$ cat config.mk
export PLATFORM = sky130hd
export DESIGN_NAME = mem_port_arbiter
export DESIGN_NICKNAME = d
export VERILOG_FILES = /design/src/rtl/mem_port_arbiter.sv
export SDC_FILE = /design/constraint.sdc
export NUM_CORES = 1
export LEC_CHECK = 0
export CAP_MARGIN = 20
export CORE_UTILIZATION = 37
export CTS_CLUSTER_SIZE = 14
export DETAILED_ROUTE_END_ITERATION = 8
export GPL_ROUTABILITY_DRIVEN = 1
export PLACE_DENSITY = 0.87
export SLEW_MARGIN = 20
export SYNTH_ARGS = -nofsm -noshare
export SYNTH_HDL_FRONTEND = slang
export SYNTH_SLANG_ARGS = --single-unit
$ cat constraint.sdc
create_clock -name clk_i -period 2.95 [get_ports clk_i]
set_input_delay 0.885 -clock clk_i [delete_from_list [all_inputs] [get_ports clk_i]]
set_output_delay 0.885 -clock clk_i [all_outputs]
set_load 0.005 [all_outputs]
$ cat src/rtl/mem_port_arbiter.sv
// mem_port_arbiter: shares the core's single memory port between
// instruction fetch and Mem-stage data access, one transaction at a time.
//
// Ports:
//   clk_i, rst_i                 clock, synchronous active-high reset
//   i_arvalid_i/i_araddr_i       fetch request (held until i_arready_o)
//   i_arready_o                  fetch request accepted this cycle
//   i_rvalid_o/i_rdata_o         fetch read data, one-cycle pulse
//   d_req_i/d_we_i/d_be_i        data request, store flag, byte enables
//   d_addr_i/d_wdata_i           data address and store data
//   d_ready_o                    data request accepted this cycle
//   d_rvalid_o/d_rdata_o         load data or store ack, one-cycle pulse
//   m_req_o/m_we_o/m_be_o        registered memory request
//   m_addr_o/m_wdata_o           registered memory address / store data
//   m_gnt_i                      memory accepted m_req_o this cycle
//   m_rvalid_i/m_rdata_i         memory response
//   busy_o                       a transaction is in flight
//   err_o                        pulse on a response nobody asked for

module mem_port_arbiter #(
  parameter int ADDR_W       = 32,
  parameter int DATA_W       = 32,
  parameter int MAX_D_STREAK = 4
) (
  input  logic                clk_i,
  input  logic                rst_i,
  input  logic                i_arvalid_i,
  input  logic [ADDR_W-1:0]   i_araddr_i,
  output logic                i_arready_o,
  output logic                i_rvalid_o,
  output logic [DATA_W-1:0]   i_rdata_o,
  input  logic                d_req_i,
  input  logic                d_we_i,
  input  logic [DATA_W/8-1:0] d_be_i,
  input  logic [ADDR_W-1:0]   d_addr_i,
  input  logic [DATA_W-1:0]   d_wdata_i,
  output logic                d_ready_o,
  output logic                d_rvalid_o,
  output logic [DATA_W-1:0]   d_rdata_o,
  output logic                m_req_o,
  output logic                m_we_o,
  output logic [DATA_W/8-1:0] m_be_o,
  output logic [ADDR_W-1:0]   m_addr_o,
  output logic [DATA_W-1:0]   m_wdata_o,
  input  logic                m_gnt_i,
  input  logic                m_rvalid_i,
  input  logic [DATA_W-1:0]   m_rdata_i,
  output logic                busy_o,
  output logic                err_o
);

  localparam int         BE_W  = DATA_W / 8;
  localparam logic [3:0] L_MAX = 4'(MAX_D_STREAK);

  typedef enum logic [2:0] {
    S_IDLE,
    S_REQ_I,
    S_REQ_D,
    S_RSP_I,
    S_RSP_D
  } state_t;

  state_t            r_state;
  state_t            w_state_nxt;
  logic [3:0]        r_streak;
  logic [3:0]        w_streak_nxt;

  logic              r_m_req;
  logic              r_m_we;
  logic [BE_W-1:0]   r_m_be;
  logic [ADDR_W-1:0] r_m_addr;
  logic [DATA_W-1:0] r_m_wdata;

  logic              w_idle;
  logic              w_grant_i;
  logic              w_grant_d;
  logic              w_rsp_i;
  logic              w_rsp_d;
  logic              w_err;

  // Handshake outputs are masked while rst_i is high so that a
  // response racing the reset is never forwarded.
  always_comb begin
    w_idle    = !rst_i && (r_state == S_IDLE);
    w_grant_i = w_idle && i_arvalid_i &&
                (!d_req_i || (r_streak == L_MAX));
    w_grant_d = w_idle && d_req_i && !w_grant_i;
    w_rsp_i   = !rst_i && m_rvalid_i && (r_state == S_RSP_I);
    w_rsp_d   = !rst_i && m_rvalid_i && (r_state == S_RSP_D);
    w_err     = !rst_i && m_rvalid_i &&
                (r_state inside {S_IDLE, S_REQ_I, S_REQ_D});
  end

  always_comb begin
    w_state_nxt = r_state;
    unique case (r_state)
      S_IDLE: begin
        unique case (1'b1)
          w_grant_i: w_state_nxt = S_REQ_I;
          w_grant_d: w_state_nxt = S_REQ_D;
          default:   w_state_nxt = S_IDLE;
        endcase
      end
      S_REQ_I: if (m_gnt_i)    w_state_nxt = S_RSP_I;
      S_REQ_D: if (m_gnt_i)    w_state_nxt = S_RSP_D;
      S_RSP_I: if (m_rvalid_i) w_state_nxt = S_IDLE;
      S_RSP_D: if (m_rvalid_i) w_state_nxt = S_IDLE;
      default:                 w_state_nxt = S_IDLE;
    endcase
  end

  // The streak only counts data wins that actually kept a waiting
  // fetch out; any cycle without a pending fetch starts it over.
  always_comb begin
    w_streak_nxt = r_streak;
    if (w_idle) begin
      if (w_grant_i || !i_arvalid_i) begin
        w_streak_nxt = 4'd0;
      end else if (w_grant_d && (r_streak != L_MAX)) begin
        w_streak_nxt = r_streak + 4'd1;
      end
    end
  end

  always_ff @(posedge clk_i) begin
    if (rst_i) begin
      r_state   <= S_IDLE;
      r_streak  <= 4'd0;
      r_m_req   <= 1'b0;
      r_m_we    <= 1'b0;
      r_m_be    <= '0;
      r_m_addr  <= '0;
      r_m_wdata <= '0;
    end else begin
      r_state  <= w_state_nxt;
      r_streak <= w_streak_nxt;
      if (w_grant_i) begin
        r_m_req   <= 1'b1;
        r_m_we    <= 1'b0;
        r_m_be    <= '1;
        r_m_addr  <= i_araddr_i;
        r_m_wdata <= '0;
      end else if (w_grant_d) begin
        r_m_req   <= 1'b1;
        r_m_we    <= d_we_i;
        r_m_be    <= d_be_i;
        r_m_addr  <= d_addr_i;
        r_m_wdata <= d_wdata_i;
      end else if (r_m_req && m_gnt_i) begin
        r_m_req   <= 1'b0;
      end
    end
  end

  assign i_arready_o = w_grant_i;
  assign d_ready_o   = w_grant_d;
  assign i_rvalid_o  = w_rsp_i;
  assign d_rvalid_o  = w_rsp_d;
  assign i_rdata_o   = w_rsp_i ? m_rdata_i : '0;
  assign d_rdata_o   = w_rsp_d ? m_rdata_i : '0;

  assign m_req_o   = r_m_req;
  assign m_we_o    = r_m_we;
  assign m_be_o    = r_m_be;
  assign m_addr_o  = r_m_addr;
  assign m_wdata_o = r_m_wdata;

  assign busy_o = (r_state != S_IDLE);
  assign err_o  = w_err;

endmodule

==> impl.org, run 1 <==
** Clock tree
- Clock-pin slew was measured on the worst setup and hold paths at 0.05 ns.
- The tree built by TritonCTS fans out to 77 sinks.
- Number of levels in the clock H-tree :: 3
- Worst skew pair latency :: 0.32 ns
- Clock Root Buffer :: clkbuf_16
- In this run, CTS created clock tree buffers numbering 9.
- The longest clock path from root to sink contains 2 buffers.
- TritonCTS built the clock tree.

** GRT
- The total overflow left after global routing is 0.
- Global routing used around a third of the available met1 tracks.
- Global-route wire length before repair :: 24180 microns
- Via count of the first global-routing pass :: approximately 4800
- Global routing met3 resource utilization :: ~6%
- The initial antenna violation count was 1.
- Layer with the highest usage after global routing :: met2
- Entering global routing, the biggest net connects 67 pins.
- Combined global-route utilization of all metal layers :: around a quarter
- Global routing met2 resource utilization :: a little over two fifths

** Drt
- In the routed layout, each cell is associated on average with a via count of 5.539.
- Sum of routed wire length over all layers :: roughly 16000 microns
- Detailed-router iteration count before antenna repair :: 6
- Number of nets with antenna violations after routing :: 0
- DRC violation total after the first TritonRoute iteration :: slightly above 400
- Dividing the detail-routed wire length by the instance count gives roughly 18 microns.
- The detailed router placed between 4000 and 5000 vias in this run.
- DRC violations left :: 0

** Floorplanning
- During I/O placement, the number of pins put on the boundary was around 280.
- Rows :: 39
- Die Outline Area :: 12110 sq um
- Std-Cell Core Area :: approximately 11000 sq um
- From bottom edge to top edge, the die measures approximately 110 microns.
- The floorplan step set the die width to between 100 and 150 microns.
- For this configuration, the core starts out at a cell density of between 30% and 40%.

** Logic synthesis
- Sequential element share of the synthesized area :: between 30% and 40%
- Number of instances in the synthesized netlist :: around 500
- Netlist area before placement :: roughly 4300 sq um
- Post-synth net total :: 635
- For this run, asynchronously set or reset flops after synthesis account for 0%.
- Yosys mapped a number of flops with a built-in enable equal to 0.
- dfxtp_1 takes more of the synthesized area than any other cell.
- For this run, the leading register cell type out of synthesis is dfxtp_1.
- Syn avg cell area :: between 8 and 9 sq um
- In the post-synthesis netlist, the cell with the most instances is dfxtp_1.
- Number of register bits inferred by synthesis :: between 70 and 80
- Of the post-synthesis cell area, the dominant cell type holds between 30 and 40%.
- Yosys printed 0 warnings.
- Sorting the synthesized cells by how often they occur yields 77 x dfxtp_1, 68 x nand3_1, 66 x and2_1.
- In the post-synthesis netlist, the biggest area contributors are dfxtp_1 36%, a311oi_2 10%, and2_1 9.6%, nand3_1 7.9%, a211oi_1 5.9%.
- Synthesis instantiated 41 different standard cells from the library.

** Setup path
- Reg-to-Reg Start :: r_state[0]$_SDFFE_PP0P_
- At the worst endpoint, the arrival time is 2.00 ns.
- Sort of element at the end of the critical path :: primary output
- At the worst endpoint, the required time is 2.07 ns.
- Critical path peak fanout :: 16
- In this run the worst setup path begins at rst_i.
- Crit path max-delay cell type :: bufbuf_16
- The critical path in this run is classified as in -> out.
- In this design, the stage delay of the slowest critical-path cell is 0.32 ns.
- Element type at the critical path start :: primary input
- CP Cell Sequence :: buf_4 -> nor4_4 -> bufbuf_16 -> and2_1 -> dlygate4sd2_1

** Place
- Worst setup slack after placement :: -0.5638 ns
- Once placement finished, the instance area stood at 7221 sq um.
- Weighted congestion at the end of routability-driven global placement :: roughly 0.77
- The HPWL after detailed placement is 11850 microns.
- The count of buffers added on input and output ports is around 280.
- Count of placed standard cells including taps :: roughly 900

** Finish
- Area growth syn-to-layout :: 76.01%
- Fill count :: 934
- The post-route netlist has around 13% of its cells at a drive strength greater than 1.
- Fin area :: about 7600 sq um
- Once layout is complete, the utilization of the core stands at ~67%.
- For this run, the number of standard cells in the final layout without fillers is ~900.
- Final layout net count :: approximately 890

** Power
- In this run the power spent charging and discharging nets is ~850 uW.
- Switching share of power :: 26.35%
- Overall power consumption after layout is estimated at between 3 and 4 mW.
- Power share of the combinational group :: 25.9%
- Share of total power in sequential cells :: a little over a third
- In this run the static leakage power is between 2 and 3 nW.
- Cell Int Power :: about 2.4 mW
- Dividing total power by cell area gives a power density of around 430 nW/um^2.
- Per report_power, the clock group accounts for between 30% and 40% of the total.
- Max IR drop VDD :: roughly 0.00028 V

** Timing
- Unrepaired setup endpoints after global routing :: false
- Between clock sinks in the finished design, the worst skew comes to approximately 0.009 ns.
- Slew Limit Fails :: 0
- Worst Hold Margin :: around 0.48 ns
- Fin crit share :: 97.78%
- Setup violations remaining at the end of the flow were counted as 0.
- Final critical delay including setup and external delays :: between 2 and 3 ns
- Final hold violation count :: 0
- Headroom to the max-slew limit came out at 53.22%.
- At the pin with the least slew margin, the transition time is 0.7017 ns.
- Static timing analysis puts the maximum clock frequency at approximately 350 MHz.
- The worst path meets setup with roughly 0.065 ns of slack.
- Setup total negative slack on the finished layout was measured at 0 ns.

** Hold path
- Startpoint of the tightest hold check path :: m_wdata_o[21]$_SDFFE_PP0P_
- Hold Crit Class :: reg -> reg

** Job
- The tool flagged a number of max-cap violations equal to 0.

** Run status
- The run finished with clean final reports.
==> kinds of logic after synthesis <==
| family | count (synthesis) | synth area share (%) |
|---|---|---|
| AOI/OAI and AO/OA | 179 | 32.54 |
| adders and majority gates | 2 | 0.5794 |
| buffers and inverters | 72 | 8.780 |
| DFF | 77 | 35.70 |
| and+or+nand+nor | 164 | 22.40 |
==> timing repair <==
| action | in CTS | in global routing |
|---|---|---|
| pin swaps | 1 | 0 |
| setup buffers | 3 | 0 |
| cloned | 2 | 0 |
| endpoints found under the setup margin | 69 | 2 |
| resized for setup | 82 | 3 |
| hold buffers | 0 | 0 |
==> power groups by stage <==
stage	Sequential, mW	Combinational [mW]	Clock, mW
after floorplan	1.19	0.382	0
after global placement	1.20	0.814	0
after detailed placement	1.20	0.835	0
after CTS	1.18	0.838	1.24
after global routing	1.19	0.900	1.28
final	1.18	0.838	1.21
==> state kept, by name, indices dropped and copies added, names as in the netlist <==
signal / count
m_req_o: 1
m_addr_o: 32
m_be_o: 4
m_wdata_o: 32
r_state: 3
m_we_o: 1
r_streak: 4
==> layout by cell type (no fill, tap or decap), drive strengths merged, types with 11 or more instances in the layout <==
cell | synthesis | final
clkbuf | 36 | 11
a21oi | 38 | 38
buf | 30 | 34
and2 | 66 | 66
dlygate4sd2 | 0 | 69
o211ai | 32 | 32
a311oi | 32 | 32
a211oi | 34 | 34
clkdlybuf4s50 | 0 | 206
dfxtp | 77 | 77
nand3 | 69 | 69
o21ai | 33 | 33
==> layer usage <==
layer | wire, microns | part of all wire [%]
met3 | 1212 | 7.4
met1 | 6679 | 41
met5 | 0 | 0
met4 | 354 | 2.2
met2 | 8057 | 49
==> critical path, delay by kind of cell <==
| kind | cells | cell delay, ns |
|---|---|---|
| AND/OR/NAND/NOR | 2 | 0.39 |
| buffers and inverters | 3 | 0.72 |
==> worst paths after layout <==
| check | end | slack [ns] | depth (start not counted) |
|---|---|---|---|
| worst max-delay path | d_rdata_o[1] | 0.07 | 5 |
| worst min-delay path | m_wdata_o[21]$_SDFFE_PP0P_ | 0.48 | 2 |
| worst max register to register | m_addr_o[3]$_SDFFE_PP0P_ | 0.62 | 6 |
| worst min register to register | m_wdata_o[21]$_SDFFE_PP0P_ | 0.48 | 2 |
==> final cells by class <==
type / instances / area, sq um / area share [%]
Antenna cell: 1 / 2.502 / 0.03293
Clock buffer: 11 / 252.7 / 3.326
Clock inverter: 5 / 82.58 / 1.087
Inverter: 6 / 22.52 / 0.2963
Multi-Input combinational cell: 345 / 2449 / 32.22
Sequential cell: 77 / 1543 / 20.30
Tap cell: 143 / 178.9 / 2.354
Timing Repair Buffer: 311 / 3069 / 40.39
No activity file was read; power rests on OpenSTA's default activity.
==> run 2, diff against run 1 <==
CAP_MARGIN = default   (was 20)
PLACE_DENSITY = 0.85   (was 0.87)
==> run 2 against run 1 <==
  * Count of clock-buffer cells in the layout rose by 1
  * Routed wire length rose by 0.77%
  * Die area did not move
  * Sequential power barely moved
  * Via count rose by 0.24%
  * Sequential cell count did not move
  * Power fell by 4.7%
  * Clock skew fell by 0.0038 ns
  * Final area fell by 0.63%
  * Critical path type unchanged
  * Largest power group is now sequential cells
==> impl.org, run 2 (synthesis results as in run 1) <==
** GRT
- Via count of the first global-routing pass :: 4841 (+1.6%)
- The wire length of the first global-routing pass was 24490 microns (+1.3%).
- Combined global-route utilization of all metal layers :: 25.96% (+0.21 points)
- The residual overflow from global routing was 0 (unchanged).
- The initial antenna violation count was 2 (+1).
- Global routing met3 resource utilization :: 6.055% (+0.059 points)
- GRT met1 Usage :: 32.12% (-0.69 points)
- The met2 track demand over resource was 43.71% (+1.2 points).
- Pin count of the biggest net entering global routing :: 67 (unchanged)
- Layer with the highest usage after global routing :: met2

** Drt
- The detailed-route DRC error count came to 0 (unchanged).
- Number of nets with antenna violations after routing :: 0 (unchanged)
- Sum of routed wire length over all layers :: 16430 microns (+0.77%)
- The average wire per cell in the routed design came to 18.25 microns (+0.65%).
- The number of vias after detailed routing was 4992 (+0.24%).
- Detailed-router iteration count before antenna repair :: 4 (-2)
- Number of vias per cell after detailed routing :: 5.547 (+0.13%)
- The DRC violation total after the first TritonRoute iteration is 352 (-13%).

** Finish
- The final cell utilization of the core was 66.14% (-0.42 points).
- The fraction of final layout cells with drive strength greater than 1 came to 13.51% (+0.79 points).
- Final layout net count :: 893 (+0.22%)
- The final standard cell area without fillers is 7552 sq um (-0.63%).
- Leading cell types in the layout, fill and taps excluded :: 206 x clkdlybuf4s50_1, 77 x dfxtp_1, 67 x nand3_1
- Fill count :: 928 (-0.64%)
- The library cell used most frequently in the layout, excluding fill and tap cells, is clkdlybuf4s50_1.
- Area growth syn-to-layout :: 74.91%
- The final cell count without fillers came to 900 (+0.11%).

** Timing
- The worst-case hold slack is 0.4913 ns (+0.007716 ns).
- Final worst setup slack :: 0.02865 ns (-0.03682 ns)
- Fin crit share :: 99.03% (+1.2 points)
- The maximum clock frequency is 342.3 MHz (-1.3%).
- Max-slew headroom :: 51.62% (-1.6 points)
- The final number of hold-violating endpoints was 0 (unchanged).
- Final TNS setup :: 0 ns (unchanged)
- Slew Limit Fails :: 0 (unchanged)
- The final setup violation count is 0 (unchanged).
- Worst clock skew :: 0.005191 ns (-0.003835 ns)
- The actual transition at the worst max-transition pin was 0.7257 ns (+0.02404 ns).
- The shortest period the worst path allows came to 2.921 ns (+0.03682 ns).

** Setup path
- Worst path arrival time :: 2.04 ns (+0.04 ns)
- Sort of element at the end of the critical path :: primary output
- The largest fanout on the critical path was 6 (-10).
- The worst setup path is of the in -> out kind.
- Endpoint required time on the critical path :: 2.07 ns (about the same)
- Element type at the critical path start :: primary input

** Clock tree
- The hold buffer count at CTS came to 0 (unchanged).
- Worst skew pair latency :: 0.32 ns (about the same)
- The number of clock buffers inserted by TritonCTS came to 9 (unchanged).
- TritonCTS built the clock tree.
- Number of levels in the clock H-tree :: 3 (unchanged)
- TritonCTS Sinks :: 77 (unchanged)
- In this run the clock root is driven by a clkbuf_16.
- Clock transition at the register clock pins on the worst setup and hold paths after CTS :: 0.05 ns (about the same)
- The deepest clock path buffer count is 2 (unchanged).

** Power
- PwrDens :: 407.7 nW/um^2 (-4.1%)
- The total chip power is 3.079 mW (-4.7%).
- Leakage power summed over all cells :: 2.941 nW (-0.70%)
- Max IR drop VDD :: 0.0003203 V (+14%)

** Place
- Worst setup slack after placement :: -0.5582 ns (+0.005508 ns)
- The count of input and output buffers was 278 (unchanged).
- The placed wire-length estimate is 11580 microns (-2.3%).
- The cell area reported after detailed placement was 7208 sq um (-0.17%).
- The weighted congestion at the end of routability-driven global placement is 0.8168 (+5.6%).
- The post-placement cell count is 877 (unchanged).

** Run status
- The run finished with clean final reports.

** Floorplanning
- I/O pins :: 279 (unchanged)
- The area of the placeable core came to 11420 sq um (unchanged).
- Starting density of the core :: 37.82% (unchanged)
- The area of the die is 12110 sq um (unchanged).
- The number of cell rows came to 39 (unchanged).
- Vert. Die Dim :: 110.0 microns (unchanged)
- The horizontal die dimension was 110.0 microns (unchanged).

** Hold path
- Hold Crit Class :: reg -> reg

** Job
- MaxCap Viol Count :: 0 (unchanged)
run 2: cell types whose count changed in the layout (fill, tap and decap cells not counted), sizes merged, moves of 2 or more:
cell	delta
clkdlybuf4s15	+12
clkinvlp	-3
clkbuf	+2
dlygate4sd2	-17
dlymetal6s2s	+4
buf	+3
run 2: worst paths after layout:
check | cells past startpoint | to | slack, ns | from
setup / recovery | 8 | i_rdata_o[30] | 0.03 | m_rvalid_i
setup reg to reg | 6 | m_addr_o[7]$_SDFFE_PP0P_ | 0.62 | r_state[1]$_SDFFE_PP0P_
hold reg to reg | 2 | m_wdata_o[8]$_SDFFE_PP0P_ | 0.49 | m_wdata_o[8]$_SDFFE_PP0P_
hold / removal | 2 | m_wdata_o[8]$_SDFFE_PP0P_ | 0.49 | m_wdata_o[8]$_SDFFE_PP0P_
run 2: area by class of cell:
class / count / area [sq um] / area share (%)
Timing Repair Buffer: 313 / 3074 / 40.71
Tap cell: 143 / 178.9 / 2.369
Multi-Input combinational cell: 345 / 2449 / 32.42
Sequential cell: 77 / 1541 / 20.41
Clock inverter: 2 / 35.03 / 0.4639
Clock buffer: 12 / 246.5 / 3.264
Inverter: 6 / 22.52 / 0.2982
Antenna cell: 2 / 5.005 / 0.06627
run 2: report_power, final:
| group | switching, mW | total, mW | internal, mW | leakage (nW) |
|---|---|---|---|---|
| registers | 0.0566 | 1.18 | 1.12 | 0.630 |
| clock network | 0.398 | 1.07 | 0.668 | 0.139 |
| logic | 0.370 | 0.832 | 0.462 | 2.17 |
run 2: timing repair:
action | CTS | global route
gates cloned | 1 | 0
pin swaps | 1 | 1
setup buffers | 5 | 1
setup endpoints to repair | 69 | 19
gates resized for setup | 94 | 9
run 2: worst max-delay path, stage by stage:
cell	delay (ns)
buf_2	0.15
nand3_4	0.10
nor3_4	0.17
buf_6	0.14
buf_16	0.10
buf_4	0.11
and2_1	0.14
clkdlybuf4s15_1	0.23
run 2: per-layer routing:
layer,wire length (microns),vias up
met5,0,-
met3,1329,25
met1,6613,2400
met2,8115,205
met4,369,0
li1,-,2362
==> run 3, diff against run 2 <==
CAP_MARGIN = 5   (was default)
==> results of run 3 <==
Final layout, timing and power as in run 2 (identical DEF).
